--- src/rtl/lsu_misalign.sv ---
// lsu_misalign: MEM-stage load/store initiator splitting misaligned accesses into byte-serial transfers; define DIAGV2_MISALIGN_TRAP_EN to flag them instead
`ifndef DataBusBits
`define DataBusBits 63:0
`endif
`ifndef MemTypeBusBits
`define MemTypeBusBits 2:0
`endif
`ifndef DataZero
`define DataZero 64'h0
`endif
`ifndef MemTypeB
`define MemTypeB 3'd0
`define MemTypeH 3'd1
`define MemTypeW 3'd2
`define MemTypeD 3'd3
`define MemTypeBU 3'd4
`define MemTypeHU 3'd5
`define MemTypeWU 3'd6
`endif
module lsu_misalign #(
  parameter int BYTE_IDX_W = 3
) (
  input  logic                    clk,
  input  logic                    reset,
  input  logic                    req_valid,
  input  logic                    req_we,
  input  logic [`MemTypeBusBits]  req_memType,
  input  logic [`DataBusBits]     req_addr,
  input  logic [`DataBusBits]     req_wd,
  output logic                    stall,
  output logic                    ld_valid,
  output logic [`DataBusBits]     ld_data,
  output logic                    misalign,
  output logic                    mem_we,
  output logic [`MemTypeBusBits]  mem_memType,
  output logic [`DataBusBits]     mem_addr,
  output logic [`DataBusBits]     mem_wd,
  input  logic [`DataBusBits]     mem_rd
);
  typedef enum logic [1:0] {IDLE, SPLIT, DONE} state_t;
  state_t                 state_q, state_d;
  logic [BYTE_IDX_W-1:0]  cnt_q, cnt_d;
  logic [`DataBusBits]    buf_q, buf_d, addr_q, addr_d, wd_q, wd_d;
  logic                   we_q, we_d;
  logic [`MemTypeBusBits] mt_q, mt_d;
  logic [3:0]             n_q, n_d, req_n;
  logic [2:0]             amask;
  logic                   req_ok, req_mis;
  logic [6:0]             sh;
  logic signed [63:0]     ld_sx;
  logic [63:0]            ld_zx;
  // access size and alignment of the live request; size 0 marks an unknown type
  always_comb begin
    req_n = (req_memType == `MemTypeB || req_memType == `MemTypeBU) ? 4'd1 :
            (req_memType == `MemTypeH || req_memType == `MemTypeHU) ? 4'd2 :
            (req_memType == `MemTypeW || req_memType == `MemTypeWU) ? 4'd4 :
            (req_memType == `MemTypeD) ? 4'd8 : 4'd0;
    req_ok = req_n != 4'd0;
    amask = req_n[2:0] - 3'd1;
    req_mis = req_ok && ((req_addr[2:0] & amask) != 3'd0);
  end
  // reassembled bytes are pushed to the top then shifted back to extend
  assign sh = 7'd64 - {n_q, 3'b000};
  assign ld_sx = $signed(buf_q << sh) >>> sh;
  assign ld_zx = (buf_q << sh) >> sh;
  // next-state and combinational memory-port/pipeline outputs
  always_comb begin
    state_d = state_q;
    cnt_d = cnt_q;
    buf_d = buf_q;
    addr_d = addr_q;
    wd_d = wd_q;
    we_d = we_q;
    mt_d = mt_q;
    n_d = n_q;
    stall = 1'b0;
    ld_valid = 1'b0;
    ld_data = `DataZero;
    misalign = 1'b0;
    mem_we = 1'b0;
    mem_memType = '0;
    mem_addr = '0;
    mem_wd = '0;
    if (state_q == IDLE && req_valid && req_ok && !req_mis) begin
      mem_we = req_we;
      mem_memType = req_memType;
      mem_addr = req_addr;
      mem_wd = req_wd;
      ld_data = mem_rd;
      ld_valid = ~req_we;
    end else if (state_q == IDLE && req_valid && req_mis) begin
`ifdef DIAGV2_MISALIGN_TRAP_EN
      misalign = 1'b1;
`else
      stall = 1'b1;
      we_d = req_we;
      mt_d = req_memType;
      addr_d = req_addr;
      wd_d = req_wd;
      n_d = req_n;
      cnt_d = '0;
      state_d = SPLIT;
`endif
    end else if (state_q == SPLIT) begin
      stall = 1'b1;
      mem_addr = addr_q + 64'(cnt_q);
      mem_we = we_q;
      mem_memType = we_q ? `MemTypeB : `MemTypeBU;
      mem_wd = we_q ? {56'd0, wd_q[8*cnt_q +: 8]} : '0;
      if (!we_q) buf_d[8*cnt_q +: 8] = mem_rd[7:0];
      state_d = (cnt_q == BYTE_IDX_W'(n_q - 4'd1)) ? DONE : SPLIT;
      cnt_d = (cnt_q == BYTE_IDX_W'(n_q - 4'd1)) ? cnt_q : cnt_q + 1'b1;
    end else if (state_q == DONE) begin
      ld_valid = ~we_q;
      ld_data = we_q ? `DataZero :
                (mt_q == `MemTypeH || mt_q == `MemTypeW) ? 64'(ld_sx) : ld_zx;
      state_d = IDLE;
    end
  end
  // state, byte counter, reassembly buffer and latched request
  always_ff @(posedge clk) begin
    if (reset) begin
      state_q <= IDLE;
      cnt_q <= '0;
      buf_q <= '0;
      addr_q <= '0;
      wd_q <= '0;
      we_q <= 1'b0;
      mt_q <= '0;
      n_q <= '0;
    end else begin
      state_q <= state_d;
      cnt_q <= cnt_d;
      buf_q <= buf_d;
      addr_q <= addr_d;
      wd_q <= wd_d;
      we_q <= we_d;
      mt_q <= mt_d;
      n_q <= n_d;
    end
  end
endmodule

--- config.mk ---
export PLATFORM = sky130hd
export DESIGN_NAME = lsu_misalign
export DESIGN_NICKNAME = d
export VERILOG_FILES = /design/src/rtl/lsu_misalign.sv
export SDC_FILE = /design/constraint.sdc
export NUM_CORES = 1
export LEC_CHECK = 0
export CAP_MARGIN = 25
export CORE_MARGIN = 2
export CORE_UTILIZATION = 53
export CTS_CLUSTER_DIAMETER = 100
export DETAILED_ROUTE_END_ITERATION = 10
export HOLD_SLACK_MARGIN = 0.06
export PLACE_DENSITY = 0.88
export SLEW_MARGIN = 20
export SYNTH_ARGS = -nofsm -noshare
export SYNTH_HDL_FRONTEND = slang
export SYNTH_SLANG_ARGS = --single-unit
--- constraint.sdc ---
create_clock -name clk -period 10.3 [get_ports clk]
set_input_delay 1.03 -clock clk [delete_from_list [all_inputs] [get_ports clk]]
set_output_delay 1.03 -clock clk [all_outputs]
set_load 0.05 [all_outputs]
Yosys cells after proc, flatten, opt, wreduce, memory -nomap -nowiden
Index checks and enable logic that the tools add are counted.
Cells by class
  add/subtract/negate cells: 6
  eq/ne operators: 12
  shifts and indexed selects: 6
  mux-type cells: 39
  bitwise logic cells: 5
  reductions and logical operators: 20
Operators by type and width (number)
  $mux 64: 10
  $add 64x3->64: 1
  $bwmux 64: 1
  $shift 8x34->64 const A: 1
  $shiftx 64x7->8: 1
  $shiftx 8x34->64: 1
  $shl 64x7->64: 1
  $shr 64x7->64: 1
  $sshr 64x7->64: 1
  $neg 6->34: 1
  $mux 8: 3
  $mux 3: 7
  $mux 4: 4
  $mux 1: 10
  $eq 3x2->1 const B: 3
  $eq 3x3->1 const B: 3
  $mux 2: 4
  $sub 7x7->7 const A: 1
  $eq 3x1->1 const B: 2
  $reduce_bool 3->1: 2
  $sub 3x1->3 const B: 2
  $logic_and 1x1->1: 5
  $logic_or 1x1->1: 4
  $not 1->1: 4
  other kinds (14): 15
Word-level totals
  flip-flop bits (word level): 205
  bits of input ports: 199
  output and inout bits: 199
  word-level logic and storage cells: 96

Logic depth before layout (Yosys ltp)
Gate-level depths: netlist (run 1).
  depth after elaboration: 13
  mapped depth: 14
  gate-level depth less buffers: 9

Least setup slack after synthesis (run 1)
No wires, ideal clock.
  path kind: register to output
  start point: reg n_q[0]
  end point: out ld_data[59]
  arrival: 4.422 ns
  data required time: 9.270 ns
  setup slack: 4.848 ns
  stages on the path, launching flop included: 13
  buffers on the path: 6
  path through: dfxtp_1 buf_2 inv_1 buf_2 buf_1 ha_1 buf_2 buf_4 mux4_2 nor3b_1 o21ai_0 buf_2 o311ai_0
Between the ends
  word-level cells in the longest chain between the ends: 9
  elaborated cells between the ends (all ways): 10
  classes of those cells: 1 x add/sub; 3 x shift; 6 x mux
RTL lines
  start, declared: line 46  | logic [3:0] n_q, n_d, req_n;
  start signal, assigned: line 139  | n_q <= n_d;
  $sub 7x7->7 (*): line 63  | assign sh = 7'd64 - {n_q, 3'b000};
  $shl 64x7->64: line 64, 65
  $shr 64x7->64 / $sshr 64x7->64 (equally long branches): line 65, 64
  $mux 64 (*): line 116  | (mt_q == `MemTypeH || mt_q == `MemTypeW) ? 64'(ld_sx) : ld_zx;
  $mux 64 (*): line 115  | ld_data = we_q ? `DataZero :
  $mux 64 (*): line 113  | end else if (state_q == DONE) begin
  $mux 64 (*): line 104  | end else if (state_q == SPLIT) begin
  $mux 64 (*): line 91  | end else if (state_q == IDLE && req_valid && req_mis) begin
  $mux 64 (*): line 84  | if (state_q == IDLE && req_valid && req_ok && !req_mis) begin
  end, declared: line 32  | output logic [`DataBusBits] ld_data,
Every way passes the cells marked *; elsewhere a longest branch is shown, timed or not.

Worst setup path in the final report (run 1)
  start point: in req_memType[1]
  end point: out mem_addr[29]
Between the ends
  word-level cells in the longest chain between the ends: 12
  elaborated cells between the ends (all ways): 25
  classes of those cells: 1 x add/sub; 6 x eq/ne; 6 x mux; 1 x bitwise; 11 x reduce/logical
RTL lines
  start, declared: line 27  | input logic [`MemTypeBusBits] req_memType,
  $eq 3x2->1 (no line) / $eq 3x3->1 (equally long branches)
  $logic_or 1x1->1 (no line)
  $mux 4: line 56  | (req_memType == `MemTypeW || req_memType == `MemTypeWU) ? 4'd4 :
  $mux 4: line 55  | (req_memType == `MemTypeH || req_memType == `MemTypeHU) ? 4'd2 :
  $mux 4 (*): line 54  | req_n = (req_memType == `MemTypeB || req_memType == `MemTypeBU) ? 4'd1 :
  $sub 3x1->3: line 59  | amask = req_n[2:0] - 3'd1;
  $and 3x3->3: line 60  | req_mis = req_ok && ((req_addr[2:0] & amask) != 3'd0);
  $reduce_bool 3->1: line 60
  $logic_and 1x1->1: line 60
  $logic_and 1x1->1 / $logic_not 1->1 (equally long branches): line 91, 84
  $mux 64 / $logic_and 1x1->1 (equally long branches): line 91, 84
  $mux 64 (*): line 84
  end, declared: line 36  | output logic [`DataBusBits] mem_addr,
Marks and branches as above.

==> impl_metrics.json, run 1 <==
{
  "synth_top_family_by_area": "simple AND/OR/NAND/NOR gates",
  "via_per_inst": 6.394,
  "grt_use_total_pct": 40.38,
  "finalSetupTns_ns": 0,
  "utilization_pct": 71.81,
  "clock_latency_ns": 0.52,
  "syn-cell-area_sq_um": 13970,
  "first_pass_iters": 7,
  "rows": 59,
  "portBuffers": 396,
  "rsz0062_at_grt": "no",
  "worst_slew_pin_slew_ns": 1.131,
  "dr_total_vias": 16210,
  "synth_edf_count": 0,
  "io_pins": 398,
  "dr.first_iter.drc_count": 1810,
  "p_switching_uw": 749.2,
  "core_area_sq_um": 25980,
  "path_max_fanout": 65,
  "seqPwrFrac_pct": 38.1,
  "routed_wl_mm": 58.83,
  "detail_route.wl_per_cell_microns": 23.21,
  "cp-start-kind": "input port",
  "clockBufferDepth": 3,
  "critPathArrivalTime_ns": 5.19,
  "outcome": "completed",
  "rrSetupSlack_ns": 6.85,
  "wl_met1_mm": 22.70,
  "start_util_pct": 53.78,
  "globalplace.congestion": 1.075,
  "cts-htree-levels": 1,
  "dr_wl_met2_mm": 27.61,
  "swShare_pct": 33.05,
  "synthAdderAreaFrac_pct": 0.7700,
  "top_layer_used": "met4",
  "yosys.area_share.simple_pct": 28.69,
  "p_int_uw": 1517,
  "hold_start": "wd_q[53]",
  "die_w_microns": 166.4,
  "required_ns": 9.27,
  "p_leak_uw": 0.006615,
  "ctsRootBufferMaster": "clkbuf_16",
  "dpl.hpwl_mm": 43.26,
  "slowest_delay_ns": 0.84,
  "drcViolationCount": 0,
  "crit_family": "buffers and inverters",
  "critical_path_class": "input port to output port",
  "fin_worst_hold_slack_ns": 0.4549,
  "numCtsBuffers": 22,
  "ys_ff_latch": 205,
  "ir_worst_vdd_mv": 0.1227,
  "slowest_stage": "clkdlybuf4s50_1",
  "pwr-share-comb_pct": 25.8,
  "area_growth_pct": 33.53,
  "drive_above_1_share_pct": 6.554,
  "reg2reg_depth": 7,
  "period_needed_ns": 6.222,
  "reg2reg_to": "buf_q[15]",
  "postCtsResizedCells": 0,
  "grt_max_degree": 110,
  "antenna_found_initial": 4,
  "die_y_microns": 166.4,
  "async_flop_share_pct": 0,
  "ant_nets": 0,
  "hp-class": "flop to flop",
  "ff_latch_area_sq_um": 4106,
  "synthXorXnorAreaFrac_pct": 4.262,
  "crit_end": "mem_addr[29]",
  "place_inst": 2494,
  "fill_cells": 2022,
  "finalNonFillerCells": 2535,
  "cts.sinks": 205,
  "power_density_nw_per_um2": 121.5,
  "grt_pass1_vias": 15450,
  "ys_seq_area_share_pct": 29.37,
  "synth.net_count": 2101,
  "r2r_start": "cnt_q[1]",
  "slew_headroom_pct": 23.83,
  "wl_met3_mm": 5.677,
  "grt-ovfl-total": 0,
  "path_clk_slew_ns": 0.06,
  "setup_viol": 0,
  "synth_compound_area_share_pct": 20.37,
  "crit_path_cell_trace": "clkdlybuf4s50_1, a21oi_1, o21ai_0, nor2_4, buf_4, buf_4, nand2_1, o21ai_0, clkdlybuf4s50_1",
  "clkPwrFrac_pct": 36.1,
  "hold_viol": 0,
  "cts_tree": "yes",
  "finClkSkew_ns": 0.008967,
  "post-cts-setup-buffers": 0,
  "yosys.cell_types.count": 85,
  "drv_slew": 0,
  "ys.flop_type": "dfxtp_1",
  "yosysWarnings": 0,
  "maxCapViolations": 0,
  "nNetsFinal": 2390,
  "crit_cells": 9,
  "grt_pass1_wl_mm": 89.66,
  "synth_cells": 1894,
  "critPathCaptureType": "output port",
  "multi_input_area_sq_um": 9173,
  "final_cell_mix": "nand2_1 (435), clkdlybuf4s50_1 (395), dfxtp_1 (203)",
  "finalPower_uw": 2267,
  "mostFrequentLayoutCell": "nand2_1",
  "finalCritPeriodShare_pct": 60.41,
  "critPathLaunch": "req_memType[1]",
  "die-area_sq_um": 27680,
  "holdBufCountCts": 0,
  "fmax_mhz": 160.7,
  "syn_area_per_cell_sq_um": 7.378,
  "yosys-mux-area-fraction_pct": 11.05,
  "cp_num_buf_inv": 4
}
## how the worst min path moves through the flow
| stage | end | slack, ns | cells after the start |
|---|---|---|---|
| after global routing | wd_q[41] | 0.48 | 2 |
| after global placement | wd_q[56] | 0.44 | 2 |
| after detailed placement | wd_q[24] | 0.45 | 2 |
| after floorplan | wd_q[16] | 0.43 | 2 |
| after CTS | wd_q[24] | 0.46 | 2 |
| final | wd_q[53] | 0.45 | 2 |
## routing by layer
metal / track usage [%] / vias to the layer above
met4: 18.03 / 0
met5: 0 / -
li1: - / 7305
met1: 51.27 / 7600
met3: 6.768 / 196
met2: 67.57 / 1109
## area by class of cell
cell class / instances / share of cell area, %
Multi-Input combinational cell: 1515 / 49.16
Timing Repair Buffer: 420 / 22.20
Sequential cell: 205 / 22.01
Clock buffer: 27 / 3.272
Tap cell: 335 / 2.246
Clock inverter: 11 / 0.6973
Inverter: 19 / 0.3822
Antenna cell: 3 / 0.04023
## registers in the layout, indices dropped and copies added, names as in the netlist
name,flops
mt_q,3
addr_q,64
cnt_q,3
n_q,4
we_q,1
state_q,2
buf_q,64
wd_q,64
## power by group through the flow
stage               Combinational (uW)  Sequential [uW]  Clock [uW]
finish                             584              863         819
global route                       613              866         854
CTS                                576              861         823
detailed placement                 572              879           0
global placement                   567              877           0
floorplan                          354              864           0
## cell usage after synthesis (5+ instances only)
cell,number,area (sq um)
dfxtp_1,205,4104
o21ai_1,6,30.03
buf_4,9,67.56
nand2b_1,12,75.07
nor2b_1,7,43.79
a21o_1,17,127.6
a31oi_1,9,56.30
mux4_2,27,608.1
buf_2,25,125.1
and4_1,7,61.31
a221oi_1,8,70.07
mux2_2,12,135.1
o31ai_1,7,52.55
nor2_1,127,476.7
o211ai_1,9,67.56
mux2i_1,80,800.8
inv_1,18,67.56
nor3_1,54,270.3
nand4_1,19,118.9
and3_1,72,450.4
o21ai_0,100,500.5
clkbuf_1,105,394.1
a21oi_1,201,1006
a22o_1,14,122.6
a211o_1,5,43.79
a221o_1,19,190.2
nor4_1,15,93.84
buf_1,10,37.54
nand2_1,436,1637
and2_1,12,75.07
xnor2_1,45,394.1
xor2_1,23,201.4
or3_1,15,93.84
ha_1,7,87.58
a22oi_1,9,67.56
a211oi_1,5,37.54
nor4_2,6,75.07
nand3_1,47,235.2
## worst register-to-register path: stages, from the launching register on
cell and delay, ns:
dfxtp_1 1.00, inv_1 0.27, ha_1 0.28, ha_1 0.36, nor2_1 0.24, nand3_1 0.47, or3_1 0.54, a21oi_1 0.21
## logic make-up after synthesis
kind of cell,count (synthesis)
adder cells (fa/ha/maj),8
AO/OA/AOI/OAI,460
flip-flops,205
multiplexers,119
other,1
XOR/XNOR,68
AND/OR/NAND/NOR,859
buffers and inverters,174
## stage by stage
stage / instance area (sq um) / setup slack, ns
6_report: 18660 / 4.078
5_1_grt: 18660 / 3.866
4_1_cts: 18650 / 4.176
3_5_place_dp: 17910 / 4.195
3_3_place_gp: 17910 / 4.342
2_1_floorplan: 13970 / 4.848
(Power assumes the default switching activity.)
==> run 2: changes to the inputs <==
--- a/config.mk
+++ b/config.mk
@@ -7,11 +7,11 @@
 export LEC_CHECK = 0
 export CAP_MARGIN = 25
 export CORE_MARGIN = 2
-export CORE_UTILIZATION = 53
+export CORE_UTILIZATION = 44
 export CTS_CLUSTER_DIAMETER = 100
 export DETAILED_ROUTE_END_ITERATION = 10
 export HOLD_SLACK_MARGIN = 0.06
-export PLACE_DENSITY = 0.88
+export PLACE_DENSITY = 0.78
 export SLEW_MARGIN = 20
 export SYNTH_ARGS = -nofsm -noshare
 export SYNTH_HDL_FRONTEND = slang
==> constraint.sdc (replaced) <==
create_clock -name clk -period 5.7 [get_ports clk]
set_input_delay 0.57 -clock clk [delete_from_list [all_inputs] [get_ports clk]]
set_output_delay 0.57 -clock clk [all_outputs]
set_load 0.05 [all_outputs]
==> impl_metrics.json, run 2 (synthesis results as in run 1) <==
{
  "globalplace.congestion": 1.015,
  "die-area_sq_um": 33200,
  "critPathCaptureType": "output port",
  "first_pass_iters": 5,
  "numCtsBuffers": 21,
  "core_area_sq_um": 31390,
  "clock_latency_ns": 0.51,
  "period_needed_ns": 5.025,
  "portBuffers": 396,
  "rsz0062_at_grt": "no",
  "worst_slew_pin_slew_ns": 1.107,
  "die_w_microns": 182.2,
  "clkPwrFrac_pct": 35.0,
  "area_growth_pct": 35.11,
  "drv_slew": 0,
  "io_pins": 398,
  "ant_nets": 0,
  "rows": 65,
  "ir_worst_vdd_mv": 0.1888,
  "drcViolationCount": 0,
  "clockBufferDepth": 3,
  "seqPwrFrac_pct": 38.5,
  "via_per_inst": 6.100,
  "power_density_nw_per_um2": 213.5,
  "required_ns": 5.13,
  "cts-htree-levels": 1,
  "routed_wl_mm": 57.67,
  "p_switching_uw": 1310,
  "finalSetupTns_ns": 0,
  "holdBufCountCts": 0,
  "grt_pass1_vias": 15060,
  "final_area_sq_um": 18880,
  "outcome": "completed",
  "postCtsResizedCells": 0,
  "fmax_mhz": 199.0,
  "critical_path_class": "flop to output port",
  "p_int_uw": 2721,
  "post-cts-setup-buffers": 0,
  "cts.sinks": 205,
  "nNetsFinal": 2404,
  "grt-ovfl-total": 0,
  "dpl-instance-area_sq_um": 18140,
  "maxCapViolations": 0,
  "cp-start-kind": "flop",
  "fill_cells": 2831,
  "hold_viol": 0,
  "pwr-share-comb_pct": 26.5,
  "setup_viol": 0,
  "ctsRootBufferMaster": "clkbuf_16",
  "ff_latch_area_sq_um": 4106,
  "fin_worst_hold_slack_ns": 0.4515,
  "start_util_pct": 44.52,
  "dr.first_iter.drc_count": 1605,
  "antenna_found_initial": 1,
  "drive_above_1_share_pct": 7.327,
  "reg_top3": "addr_q (64), buf_q (64), wd_q (64)",
  "path_max_fanout": 28,
  "dpl.hpwl_mm": 43.11,
  "grt_max_degree": 139,
  "path_clk_slew_ns": 0.06,
  "slew_headroom_pct": 26.18,
  "critPathArrivalTime_ns": 4.46,
  "detail_route.wl_per_cell_microns": 22.07,
  "swShare_pct": 32.50,
  "multi_input_area_sq_um": 9175,
  "num_antenna_cells": 0,
  "finalPower_uw": 4031,
  "final_cell_mix": "nand2_1 (435), clkdlybuf4s50_1 (386), dfxtp_1 (203)",
  "finClkSkew_ns": 0.01415,
  "hp-class": "flop to flop",
  "die_y_microns": 182.2,
  "grt_use_total_pct": 33.29,
  "cts_tree": "yes",
  "dr_total_vias": 15940,
  "finalCritPeriodShare_pct": 88.16,
  "mostFrequentLayoutCell": "nand2_1",
  "grt_pass1_wl_mm": 87.63,
  "utilization_pct": 60.14,
  "p_leak_uw": 0.006746
}
==> run 2: layout make-up <==
type	count	share of cell area, %
Clock inverter	7	0.5036
Tap cell	402	2.664
Multi-Input combinational cell	1515	48.60
Timing Repair Buffer	435	22.94
Clock buffer	30	3.174
Inverter	19	0.3777
Sequential cell	205	21.75
==> run 2: metal layers <==
| layer | GRT usage [%] | vias up | share of wire (%) | wire, microns |
|---|---|---|---|---|
| li1 | - | 7336 | - | - |
| met1 | 41.90 | 7538 | 40 | 23160 |
| met2 | 56.40 | 915 | 46 | 26710 |
| met3 | 6.067 | 149 | 9.0 | 5191 |
| met4 | 13.42 | 2 | 4.5 | 2588 |
| met5 | 0 | - | 0.019 | 11 |
==> run 2: power by group through the flow <==
stage	combinational, uW	sequential, uW	clock [uW]
floorplan	639	1560	0
global placement	1040	1580	0
detailed placement	1050	1580	0
CTS	1060	1550	1420
global route	1130	1560	1480
finish	1070	1550	1410
==> run 2: final timing paths <==
path	start	end	slack (ns)	cells after the start
max	n_q[1]	ld_data[51]	0.67	10
max reg2reg	cnt_q[0]	buf_q[9]	2.71	8
min	wd_q[24]	wd_q[24]	0.45	2
min reg2reg	wd_q[24]	wd_q[24]	0.45	2
==> run 2: critical path, cell delays in order, from the launching register on <==
cell and delay [ns]:
dfxtp_1 0.51, inv_1 0.09, ha_2 0.46, buf_4 0.37, mux2i_1 0.18, mux4_2 0.54, nor2_1 0.36, o21ai_0 0.26
o21ai_0 0.20, a22o_1 0.17, clkdlybuf4s50_1 0.80
==> run 2: per-stage QoR <==
| step | cells | worst slack, ns |
|---|---|---|
| after CTS | 2611 | 0.6725 |
| after detailed placement | 2574 | 1.203 |
| after floorplan | 1894 | 0.7079 |
| after global placement | 2572 | 1.310 |
| final | 2613 | 0.6747 |
| after global routing | 2613 | 0.5069 |
==> run 3: changes to the inputs <==
--- a/config.mk
+++ b/config.mk
@@ -7,11 +7,12 @@
 export LEC_CHECK = 0
 export CAP_MARGIN = 25
 export CORE_MARGIN = 2
-export CORE_UTILIZATION = 44
+export CORE_UTILIZATION = 45
+export CTS_BUF_LIST = sky130_fd_sc_hd__clkbuf_2 sky130_fd_sc_hd__clkbuf_4 sky130_fd_sc_hd__clkbuf_8
 export CTS_CLUSTER_DIAMETER = 100
 export DETAILED_ROUTE_END_ITERATION = 10
 export HOLD_SLACK_MARGIN = 0.06
-export PLACE_DENSITY = 0.78
+export PLACE_DENSITY = 0.82
 export SLEW_MARGIN = 20
 export SYNTH_ARGS = -nofsm -noshare
 export SYNTH_HDL_FRONTEND = slang
==> impl_metrics.json, run 3 (synthesis results as in run 1) <==
{
  "outcome": "completed",
  "detail_route.wl_per_cell_microns": 22.13,
  "nNetsFinal": 2419,
  "mostFrequentLayoutCell": "nand2_1",
  "cts_tree": "yes",
  "ctsRootBufferMaster": "clkbuf_8",
  "reg2reg_to": "buf_q[6]",
  "rsz0062_at_grt": "no",
  "path_max_fanout": 26,
  "required_ns": 5.13,
  "drcViolationCount": 0,
  "rows": 64,
  "cp-start-kind": "flop",
  "grt-ovfl-total": 0,
  "core_area_sq_um": 30590,
  "critical_path_class": "flop to output port",
  "ir_worst_vdd_mv": 0.1545,
  "finalPower_uw": 3958,
  "hold_start": "wd_q[51]",
  "reg_top3": "addr_q (64), buf_q (64), wd_q (64)",
  "fmax_mhz": 188.5,
  "hp-class": "flop to flop",
  "slowest_delay_ns": 0.88,
  "maxCapViolations": 0,
  "min_path_cells": 2,
  "p_leak_uw": 0.006782,
  "fill_cells": 2692,
  "holdBufCountCts": 0,
  "grt_max_degree": 124,
  "finalSetupTns_ns": 0,
  "io_pins": 398,
  "critPathArrivalTime_ns": 4.73,
  "drive_above_1_share_pct": 8.949,
  "critPathCaptureType": "output port",
  "die_y_microns": 180.2,
  "numCtsBuffers": 31,
  "final_cell_mix": "nand2_1 (435), clkdlybuf4s50_1 (378), dfxtp_1 (203)",
  "postCtsResizedCells": 0,
  "dpl.hpwl_mm": 44.07,
  "post-cts-setup-buffers": 0,
  "die-area_sq_um": 32480,
  "area_growth_pct": 34.99,
  "via_per_inst": 6.158,
  "grt_pass1_vias": 15520,
  "portBuffers": 396,
  "hold_viol": 0,
  "ant_nets": 0,
  "start_util_pct": 45.68,
  "die_w_microns": 180.2,
  "rrSetupSlack_ns": 2.73,
  "cts-htree-levels": 1,
  "slew_headroom_pct": 33.26,
  "finClkSkew_ns": 0.007900,
  "period_needed_ns": 5.305,
  "routed_wl_mm": 58.29,
  "path_clk_slew_ns": 0.07,
  "critPathLaunch": "n_q[0]",
  "worst_slew_pin_slew_ns": 0.9995,
  "crit_path_cell_trace": "inv_1, ha_2, buf_12, mux2_2, nand3_1, a41oi_1, nor3b_1, o41ai_1, clkdlybuf4s50_1",
  "finalCritPeriodShare_pct": 93.06,
  "antenna_found_initial": 3,
  "setup_viol": 0,
  "clockBufferDepth": 3,
  "globalplace.congestion": 1.056,
  "drv_slew": 0,
  "first_pass_iters": 7,
  "reg2reg_depth": 8,
  "dr_total_vias": 16220,
  "cts.sinks": 205,
  "dr.first_iter.drc_count": 1591,
  "r2r_start": "cnt_q[0]",
  "slowest_stage": "clkdlybuf4s50_1",
  "power_density_nw_per_um2": 209.8,
  "whs_endpoint": "wd_q[51]",
  "grt_pass1_wl_mm": 89.73,
  "grt_use_total_pct": 34.31,
  "clock_latency_ns": 0.57
}
[run 3: cell types whose count changed in the layout (fill, tap and decap cells not counted), sizes merged]
cell and delta:
buf +14, clkdlybuf4s50 -8, inv -1, diode +3, clkinvlp -1, clkinv +3, dlymetal6s2s -1, clkbuf +18
[run 3: metrics by stage]
stage / instance area [sq um] / util (%) / cells / hold WS (ns) / setup WS (ns)
2_1_floorplan: 13970 / - / 1894 / 0.4331 / 0.7079
3_3_place_gp: 18090 / 59.13 / 2571 / 0.4382 / 1.096
3_5_place_dp: 18140 / 59.31 / 2574 / 0.4468 / 0.9874
4_1_cts: 18840 / 61.58 / 2630 / 0.4557 / 0.4663
5_1_grt: 18860 / 61.67 / 2634 / 0.4723 / 0.2321
6_report: 18860 / 61.67 / 2634 / 0.4518 / 0.3954
[run 3: worst max path at each step]
stage | endpoint | cells past startpoint
finish | ld_data[41] | 9
global route | ld_data[41] | 8
CTS | ld_data[29] | 9
detailed placement | mem_addr[26] | 8
global placement | ld_data[41] | 9
floorplan | ld_data[59] | 12
[run 3: layout make-up]
| class | instances | area, sq um | share of cell area [%] |
|---|---|---|---|
| Tap cell | 396 | 495.5 | 2.627 |
| Clock buffer | 48 | 598.1 | 3.170 |
| Antenna cell | 3 | 7.507 | 0.03980 |
| Inverter | 19 | 71.32 | 0.3781 |
| Timing Repair Buffer | 440 | 4323 | 22.92 |
| Clock inverter | 8 | 96.34 | 0.5107 |
| Multi-Input combinational cell | 1515 | 9166 | 48.59 |
| Sequential cell | 205 | 4106 | 21.77 |
[run 3: where the power goes]
part | internal (uW) | switching, uW | leakage (uW)
registers | 1490 | 59.3 | 0.00167
logic | 404 | 668 | 0.00474
clock network | 759 | 576 | 0.000373
total | 2650 | 1300 | 0.00678
[run 3: critical path: cells and delay by family (launching register included)]
kind	cells	cell delay, ns
multiplexers	1	0.17
buffers and inverters	3	1.27
adder cells (fa/ha/maj)	1	0.84
AND/OR/NAND/NOR	2	0.21
flip-flops	1	0.51
AO/OA/AOI/OAI	2	1.13
[run 3: metal layers]
metal | global-route usage (%) | share of wire [%] | wire (microns)
met5 | 0 | 0 | 0
met4 | 15.48 | 5.0 | 2912
met3 | 5.740 | 8.3 | 4830
met2 | 57.10 | 46 | 26950
met1 | 43.60 | 40 | 23590
